$ cat config.mk
export PLATFORM = sky130hd
export DESIGN_NAME = wave_reader
export DESIGN_NICKNAME = d
export VERILOG_FILES = /design/src/rtl/dds_pkg.sv /design/src/rtl/wave_out_fifo.sv /design/src/rtl/wave_reader.sv
export SDC_FILE = /design/constraint.sdc
export NUM_CORES = 1
export LEC_CHECK = 0
export BUFFER_PORTS_ARGS = -buffer_cell sky130_fd_sc_hd__buf_2
export CAP_MARGIN = 20
export CORE_MARGIN = 8
export CORE_UTILIZATION = 45
export CTS_CLUSTER_DIAMETER = 120
export DETAILED_ROUTE_END_ITERATION = 12
export PLACE_DENSITY = 0.67
export REMOVE_ABC_BUFFERS = 1
export SLEW_MARGIN = 20
export SYNTH_ARGS = -nofsm -noshare
export SYNTH_HDL_FRONTEND = slang
export SYNTH_SLANG_ARGS = --single-unit
export TNS_END_PERCENT = 5
$ cat constraint.sdc
create_clock -name clk -period 2.61 [get_ports clk]
set_clock_uncertainty 0.05 [all_clocks]
set_input_delay 0.261 -clock clk [delete_from_list [all_inputs] [get_ports clk]]
set_output_delay 0.261 -clock clk [all_outputs]
set_load 0.02 [all_outputs]
$ cat src/rtl/dds_pkg.sv
// Shared DDS definitions: waveform mode encodings, per-word sideband and full-scale helper.
package dds_pkg;

  typedef enum logic [1:0] {
    MODE_TABLE  = 2'b00,
    MODE_QSINE  = 2'b01,
    MODE_SQUARE = 2'b10,
    MODE_SAW    = 2'b11
  } mode_e;

  // Sideband that travels with each accepted phase word down the pipeline.
  typedef struct packed {
    mode_e mode;
    logic  neg;
    logic  wrap;
  } side_t;

  // Words allowed between acceptance and leaving the output buffer.
  localparam int unsigned CREDITS = 2;

  // Largest positive two's-complement value for a given sample width.
  function automatic int unsigned full_scale(input int unsigned dw);
    return (32'd1 << (dw - 32'd1)) - 32'd1;
  endfunction

endpackage

$ cat src/rtl/wave_out_fifo.sv
// Two-entry output buffer; head register drives the output directly.
module wave_out_fifo #(
  parameter int unsigned W = 13
) (
  input  logic         clk,
  input  logic         rst,
  input  logic         i_push,
  input  logic [W-1:0] i_data,
  output logic         o_valid,
  input  logic         i_ready,
  output logic [W-1:0] o_data,
  output logic [1:0]   o_occ
);

  logic [W-1:0] r_head;
  logic [W-1:0] r_tail;
  logic [1:0]   r_occ;
  logic         w_pop;

  assign o_valid = (r_occ != 2'd0);
  assign o_data  = r_head;
  assign o_occ   = r_occ;
  assign w_pop   = o_valid & i_ready;

  // Head/tail shift with simultaneous push and pop support.
  always_ff @(posedge clk) begin
    if (rst) begin
      r_head <= '0;
      r_tail <= '0;
      r_occ  <= 2'd0;
    end else begin
      if (w_pop && (r_occ == 2'd2)) r_head <= r_tail;
      if (i_push) begin
        if ((r_occ == 2'd0) || ((r_occ == 2'd1) && w_pop)) r_head <= i_data;
        else                                              r_tail <= i_data;
      end
      r_occ <= r_occ + 2'(i_push) - 2'(w_pop);
    end
  end

endmodule

$ cat src/rtl/wave_reader.sv
// Phase-to-sample reader: address generation, RAM read, waveform shaping, credit-limited output.
module wave_reader
  import dds_pkg::*;
#(
  parameter int unsigned PHASE_W = 16,
  parameter int unsigned ADDR_W  = 10,
  parameter int unsigned DATA_W  = 12
) (
  input  logic              clk,
  input  logic              rst,
  input  logic [PHASE_W-1:0] phase_in,
  input  logic              phase_wrap,
  input  logic              phase_valid,
  output logic              phase_ready,
  input  logic [1:0]        mode,
  output logic              mem_rd,
  output logic [ADDR_W-1:0] mem_addr,
  input  logic [DATA_W-1:0] mem_data,
  output logic [DATA_W-1:0] sample_out,
  output logic              sample_sync,
  output logic              sample_valid,
  input  logic              sample_ready
);

  localparam logic [DATA_W-1:0] FULL_SCALE = DATA_W'(full_scale(DATA_W));

  logic              w_accept;
  mode_e             w_mode;
  logic [1:0]        w_q;
  logic [ADDR_W-1:0] w_idx;
  logic [ADDR_W-1:0] w_addr;
  logic              w_reads;
  logic              w_neg;
  logic [DATA_W-1:0] w_direct;
  logic [DATA_W-1:0] w_mag;
  logic [DATA_W-1:0] w_sample;
  logic [2:0]        w_credits;
  logic [1:0]        w_occ;
  logic [DATA_W:0]   w_fifo_data;
  logic              w_unused_phase;

  logic              r_s1_v;
  side_t             r_s1_side;
  logic [DATA_W-1:0] r_s1_direct;
  logic              r_s2_v;
  side_t             r_s2_side;
  logic [DATA_W-1:0] r_s2_direct;
  logic              r_mem_rd;
  logic [ADDR_W-1:0] r_mem_addr;

  assign w_unused_phase = ^phase_in;
  assign w_credits      = 3'(r_s1_v) + 3'(r_s2_v) + 3'(w_occ);
  assign phase_ready    = ~rst & (w_credits < 3'(CREDITS));
  assign w_accept       = phase_valid & phase_ready;
  assign mem_rd         = r_mem_rd;
  assign mem_addr       = r_mem_addr;

  // Decode the incoming word: RAM address, quadrant sign, or a RAM-free sample.
  always_comb begin
    w_mode   = mode_e'(mode);
    w_q      = phase_in[PHASE_W-1 -: 2];
    w_idx    = phase_in[PHASE_W-3 -: ADDR_W];
    w_addr   = '0;
    w_reads  = 1'b0;
    w_neg    = 1'b0;
    w_direct = '0;
    case (w_mode)
      MODE_TABLE: begin
        w_reads = 1'b1;
        w_addr  = phase_in[PHASE_W-1 -: ADDR_W];
      end
      MODE_QSINE: begin
        w_reads = 1'b1;
        w_addr  = w_q[0] ? ~w_idx : w_idx;
        w_neg   = w_q[1];
      end
      MODE_SQUARE: w_direct = phase_in[PHASE_W-1] ? -FULL_SCALE : FULL_SCALE;
      MODE_SAW:    w_direct = {~phase_in[PHASE_W-1], phase_in[PHASE_W-2 -: DATA_W-1]};
      default:     w_direct = '0;
    endcase
  end

  // S1 drives the RAM port; S2 waits for the RAM data alongside its sideband.
  always_ff @(posedge clk) begin
    if (rst) begin
      r_s1_v      <= 1'b0;
      r_s1_side   <= '{mode: MODE_TABLE, neg: 1'b0, wrap: 1'b0};
      r_s1_direct <= '0;
      r_s2_v      <= 1'b0;
      r_s2_side   <= '{mode: MODE_TABLE, neg: 1'b0, wrap: 1'b0};
      r_s2_direct <= '0;
      r_mem_rd    <= 1'b0;
      r_mem_addr  <= '0;
    end else begin
      r_s1_v   <= w_accept;
      r_mem_rd <= w_accept & w_reads;
      if (w_accept & w_reads) r_mem_addr <= w_addr;
      if (w_accept) begin
        r_s1_side   <= '{mode: w_mode, neg: w_neg, wrap: phase_wrap};
        r_s1_direct <= w_direct;
      end
      r_s2_v      <= r_s1_v;
      r_s2_side   <= r_s1_side;
      r_s2_direct <= r_s1_direct;
    end
  end

  // S3 shapes the RAM word (magnitude and sign) or passes the precomputed sample.
  always_comb begin
    w_mag    = {1'b0, mem_data[DATA_W-2:0]};
    w_sample = r_s2_direct;
    case (r_s2_side.mode)
      MODE_TABLE: w_sample = mem_data;
      MODE_QSINE: w_sample = r_s2_side.neg ? -w_mag : w_mag;
      default:    w_sample = r_s2_direct;
    endcase
  end

  wave_out_fifo #(.W(DATA_W + 1)) u_fifo (
    .clk     (clk),
    .rst     (rst),
    .i_push  (r_s2_v),
    .i_data  ({r_s2_side.wrap, w_sample}),
    .o_valid (sample_valid),
    .i_ready (sample_ready),
    .o_data  (w_fifo_data),
    .o_occ   (w_occ)
  );

  assign sample_out  = w_fifo_data[DATA_W-1:0];
  assign sample_sync = w_fifo_data[DATA_W];

endmodule

; After elaboration in Yosys (flattened, before gate mapping)
; Cells that the tools add are included.
[word_totals]
in_bits = 35
ff_bits = 73
[op_classes]
n_eq_ne = 6
addsub = 5
muxes = 11
n_reduce_logical = 9
bitwise_logic = 8
magnitude_cmp = 1
[ops]
columns = op, n
row1 = 12-bit case mux with 2 select lines, 2
row2 = 13-bit two-way mux, 3
row3 = 12-bit two-way mux, 2
row4 = 10-bit case mux with 2 select lines, 1
row5 = 11-bit negator with 12-bit output, 1
row6 = 10-bit two-way mux, 1
row7 = 10-bit NOT, 1
row8 = 2-bit by 1-bit == test with 1-bit output (second input constant), 3
row9 = 2-bit == test (second input constant), 3
row10 = 2-bit logical NOT, 3
row11 = 1-bit AND, 4
row12 = 2-bit by 2-bit adder with 3-bit output, 1
row13 = 3-bit by 2-bit < comparator with 1-bit output (second input constant), 1
row14 = 1-bit NOT, 3
row15 = 1-bit by 1-bit adder with 2-bit output, 1
row16 = 2-bit by 1-bit adder with 2-bit output, 1
row17 = 1-bit logical AND, 2
row18 = 1-bit two-way mux, 2
row19 = 2-bit AND reduction, 1
row20 = 2-bit nonzero test, 1
row21 = 2-bit OR reduction, 1
row22 = 2-bit by 1-bit subtractor with 2-bit output, 1
row23 = 1-bit logical OR, 1

; Logic depth before layout (Yosys ltp)
[depth]
depth_word = 6
depth_mapped = 9
mapped_depth_nobuf = 9

; Cells and area by module
; A second synthesis with hierarchy kept.
[hier_totals]
hier_cells = 400
area_unflattened_um2 = 3618.5
[modules_own_cells]
columns = mod, cells_each, area_each_um2, n_inst
row1 = wave_reader, 253, 2225.9, 1
row2 = wave_out_fifo, 147, 1392.6, 1

; Worst setup path after synthesis
; No wires, ideal clock.
[synth_path]
path_kind = reg-to-reg
from = register u_fifo.r_occ[0], in the netlist u_fifo.o_occ[0]
to = register r_mem_addr[4], in the netlist mem_addr[4]
n_path_buf = 1
setup_time_ns = 0.132
path_stages_with_launch = 7
slack_ns = 0.716
period_less_slack_ns = 1.894
arrival_ns = 1.712
path_cell_list = dfxtp_1 -> ha_1 -> a2111oi_4 -> nand2_2 -> clkbuf_1 -> o21ai_0 -> a21oi_1
[synth_via]
elab_chain_len = 5
[synth_lines]
columns = item, line
row1 = "start, declared", wave_out_fifo.sv:17  ; logic [1:0] r_occ;
row2 = "start signal, assigned", wave_out_fifo.sv:37  ; r_occ <= r_occ + 2'(i_push) - 2'(w_pop);
row3 = 2-bit by 2-bit adder with 3-bit output, wave_reader.sv:52  ; assign w_credits = 3'(r_s1_v) + 3'(r_s2_v) + 3'(w_occ);
row4 = 3-bit by 2-bit < comparator with 1-bit output, wave_reader.sv:53  ; assign phase_ready = ~rst & (w_credits < 3'(CREDITS));
row5 = 1-bit AND, wave_reader.sv:53
row6 = via phase_ready, wave_reader.sv:14  ; output logic phase_ready,
row7 = 1-bit AND, wave_reader.sv:54  ; assign w_accept = phase_valid & phase_ready;
row8 = 1-bit AND, wave_reader.sv:97  ; if (w_accept & w_reads) r_mem_addr <= w_addr;
row9 = "end signal, assigned", wave_reader.sv:97
row10 = "end, declared", wave_reader.sv:49  ; logic [ADDR_W-1:0] r_mem_addr;
; The timed path passes the listed nets, and every way through them passes these cells.
; A chain may end at the register's enable or synchronous reset.

; Worst setup path after layout
[layout_path]
from = register u_fifo.r_occ[0], in the netlist u_fifo.o_occ[0]
to = register r_s1_direct[5]
[layout_via]
elab_chain_len = 4
[layout_lines]
columns = item, line
row1 = 2-bit by 2-bit adder with 3-bit output, wave_reader.sv:52
row2 = 3-bit by 2-bit < comparator with 1-bit output, wave_reader.sv:53
row3 = 1-bit AND, wave_reader.sv:53
row4 = 1-bit AND, wave_reader.sv:54
row5 = "end signal, assigned", wave_reader.sv:100  ; r_s1_direct <= w_direct;
row6 = "end, declared", wave_reader.sv:44  ; logic [DATA_W-1:0] r_s1_direct;
; No other way between the ends.

==> PnR_summary.wiki <==
{| class="wikitable"
! Metric !! Value
|-
| Status || finished clean
|-
| DR DRC count || 0
|-
| Post-route clock period utilization || 0.795
|-
| Total leakage power || 0.00149 uW
|-
| Number of buffers inserted by port buffering || 56
|-
| Antenna diode count || 0
|-
| Clock-pin slew of the registers on the worst-case setup and hold paths || 0.07 ns
|-
| TritonCTS sink count || 73
|-
| Largest driver fanout on the critical path || 17
|-
| Max-slew violation total from the final report || 0
|-
| Leading area contributor after synthesis || sky130_fd_sc_hd__dfxtp_1
|-
| Worst-case headroom to the max-slew limit || 0.512
|-
| GRT overflow || 0
|-
| Area growth, synth to finish || 16.7%
|-
| Portion of the post-synthesis area used by sequential elements || 0.434
|-
| Slew of the pin with the lowest slew margin || 0.731 ns
|-
| Max VDD drop || 0.434 mV
|-
| Global-route total usage across every layer || 0.154
|-
| Hold-fix buffers, CTS || 0
|-
| Number of buffers on the longest clock path || 2
|-
| Std-Cell Rows || 31
|-
| Commonest cells after routing, fill and taps aside || sky130_fd_sc_hd__dfxtp_1 (73), sky130_fd_sc_hd__nand2_1 (56), sky130_fd_sc_hd__buf_2 (56)
|-
| Antenna violations before repair || 0
|-
| DRC marker count from the first detailed-route iteration || 60
|-
| Vias || 2,838
|-
| TritonCTS clock tree || yes
|-
| Distinct cell type count after synthesis || 54
|-
| Async set-or-reset flop fraction in the synthesized netlist || 0
|-
| Final Hold Viols || 0
|-
| I/O pin count || 61
|-
| Initial Util || 0.465
|-
| Count of flip-flops with a built-in enable after synthesis || 0
|-
| Crit path max-delay cell type || sky130_fd_sc_hd__a21oi_2
|-
| Number of nets in the final layout || 469
|-
| Die Y || 103 um
|-
| Hold_ws || 0.107 ns
|-
| Vias in the first global route || 2,737
|-
| Worst hold-check path type || in -> reg
|-
| Die footprint || 10,500 sq um
|-
| Total standard cell area after synthesis || 3370 sq um
|-
| Largest cells by area after synthesis || sky130_fd_sc_hd__dfxtp_1 (43%), sky130_fd_sc_hd__nand2_1 (6.2%), sky130_fd_sc_hd__a21oi_1 (4.5%), sky130_fd_sc_hd__nor2b_1 (4.5%), sky130_fd_sc_hd__xnor2_1 (3.4%)
|-
| Req. time, crit path || 2.75 ns
|-
| Worst path top cell family by delay || compound AO/OA/AOI/OAI gates
|-
| First-pass iteration count of the detailed router || 4
|-
| H-tree lvl count || 3
|-
| Number of gates on the worst path with buffers counted || 5
|-
| Total half-perimeter wirelength after legalization and detailed placement || 5450 um
|-
| Clock tree root buffer cell || sky130_fd_sc_hd__clkbuf_8
|-
| Skew-Pair Late Insertion Delay || 0.34 ns
|-
| Critical Path End Type || flip-flop
|-
| Path type of the worst setup path || reg -> reg
|-
| Highest attainable clock frequency || 482 MHz
|-
| Fraction of synthesized cell area taken by the top area cell type || 0.434
|-
| Shortest clock period the worst path allows after layout || 2.07 ns
|-
| Top_reg_cell synth || sky130_fd_sc_hd__dfxtp_1
|-
| Global-route wire length before repair || 12,900 um
|-
| Reg2reg path depth || 5
|-
| Yosys warnings || 0
|-
| Setup crit start kind || flip-flop
|-
| Routed wire length || 7570 um
|-
| Maximum single-stage delay on the critical path || 0.42 ns
|-
| Synth Register Bits || 73
|-
| Average via count per standard cell || 5.31
|-
| Unrepaired setup endpoints after global routing || no
|-
| Pwr Density || 742 nW/um^2
|-
| Arrival @ worst endpoint || 2.21 ns
|-
| Tot Pwr || 2920 uW
|-
| Number of buffer and inverter instances along the worst setup path || 0
|-
| Number of instances in the synthesized netlist || 386
|-
| Total core area || 7250 sq um
|-
| Number of antenna-violating nets in the routed design || 0
|-
| # Max-Cap Violations || 0
|-
| Number of buffers added by the clock tree synthesis step || 9
|-
| Number of cells upsized or downsized after cts || 0
|-
| Maximum number of pins on one net before global-route repair || 75
|-
| Most frequent standard cell in the layout excluding fill and tap cells || sky130_fd_sc_hd__dfxtp_1
|-
| Die width || 103 um
|-
| Aggregate negative setup slack || 0 ns
|-
| Fraction of final layout cells sized beyond drive strength 1 || 0.186
|-
| Setup-violating endpoint count in the final report || 0
|-
| Chain of cells forming the critical path || ha_1, a2111oi_4, nand2_2, a21oi_2, a211oi_1
|-
| Min-Delay Path Depth || 3
|-
| Final design utilization || 0.542
|-
| GP Congestion || 0.842
|-
| Routed length per placed instance || 14.2 um
|-
| Buffer count from post-CTS setup fixing || 0
|-
| Synthesized area per cell || 8.73 sq um
|}
[through the flow]
step,setup WS [ns],instances,instance area (sq um)
after floorplan,0.627,361,3260
after global placement,0.562,518,3680
after detailed placement,0.505,518,3680
after CTS,0.500,534,3930
after global routing,0.330,534,3930
final,0.536,534,3930
[cell usage after synthesis (7+ instances only)]
| master | n |
|---|---|
| sky130_fd_sc_hd__nor2b_1 | 24 |
| sky130_fd_sc_hd__a211oi_1 | 15 |
| sky130_fd_sc_hd__nor2_1 | 17 |
| sky130_fd_sc_hd__dfxtp_1 | 73 |
| sky130_fd_sc_hd__a221oi_1 | 7 |
| sky130_fd_sc_hd__o21ai_0 | 18 |
| sky130_fd_sc_hd__xnor2_1 | 13 |
| sky130_fd_sc_hd__o211ai_1 | 12 |
| sky130_fd_sc_hd__nand2b_1 | 10 |
| sky130_fd_sc_hd__nand2_1 | 56 |
| sky130_fd_sc_hd__nand3b_1 | 9 |
| sky130_fd_sc_hd__a21oi_1 | 30 |
| sky130_fd_sc_hd__clkbuf_1 | 17 |
[worst paths after layout]
kind	startpoint	endpoint	slack, ns
max	u_fifo.o_occ[0]	r_s1_direct[5]	0.54
max reg2reg	u_fifo.o_occ[0]	r_s1_direct[5]	0.54
min	phase_wrap	r_s1_side[0]	0.11
min reg2reg	r_s1_side[3]	r_s1_side[3]	0.40
[cell type report]
| cell class | instances | area [sq um] |
|---|---|---|
| repair buffers | 58 | 295 |
| inverters | 7 | 27.5 |
| well taps | 99 | 124 |
| multi-input cells | 281 | 1770 |
| clock inverters | 4 | 98.8 |
| flip-flops and latches | 73 | 1460 |
| fillers | 713 | 3320 |
| clock buffers | 12 | 155 |
[metal layers]
metal / vias to the layer above / global-route usage / share of wire / routed length (um)
met4: 0 / 0.0474 / 0.012 / 93
met3: 11 / 0.0533 / 0.064 / 481
met5: - / 0 / 0 / 0
met1: 1296 / 0.192 / 0.47 / 3580
met2: 64 / 0.244 / 0.45 / 3410
li1: 1467 / - / - / -
[logic make-up after synthesis]
| group | share of synthesized area |
|---|---|
| fa+ha+maj | 0.0149 |
| mux | 0.0156 |
| simple gates | 0.245 |
| flops | 0.434 |
| compound gates | 0.210 |
| xor+xnor | 0.0390 |
| buf+inv | 0.0412 |
[tightest hold or removal path: cells and delay by family]
kind                   cells  cell delay, ns
buffers and inverters      1            0.10
and+or+nand+nor            1            0.04
AOI/OAI and AO/OA          1            0.05
[registers in the layout, indices dropped and copies added, names as in the netlist]
| register | flops |
|---|---|
| u_fifo.o_data | 13 |
| u_fifo.r_tail | 13 |
| r_s1_direct | 12 |
| r_s2_direct | 12 |
| mem_addr | 10 |
| r_s1_side | 4 |
| r_s2_side | 4 |
| u_fifo.o_occ | 2 |
| mem_rd | 1 |
| r_s1_v | 1 |
| r_s2_v | 1 |
[power by group]
| group | total (uW) | switching (uW) | internal (uW) | leakage [uW] |
|---|---|---|---|---|
| clock | 1100 | 407 | 690 | 0.000127 |
| combinational | 550 | 337 | 212 | 0.000771 |
| sequential | 1270 | 57.6 | 1210 | 0.000594 |
| total | 2920 | 802 | 2110 | 0.00149 |
No activity file was read; power rests on OpenSTA's default activity.
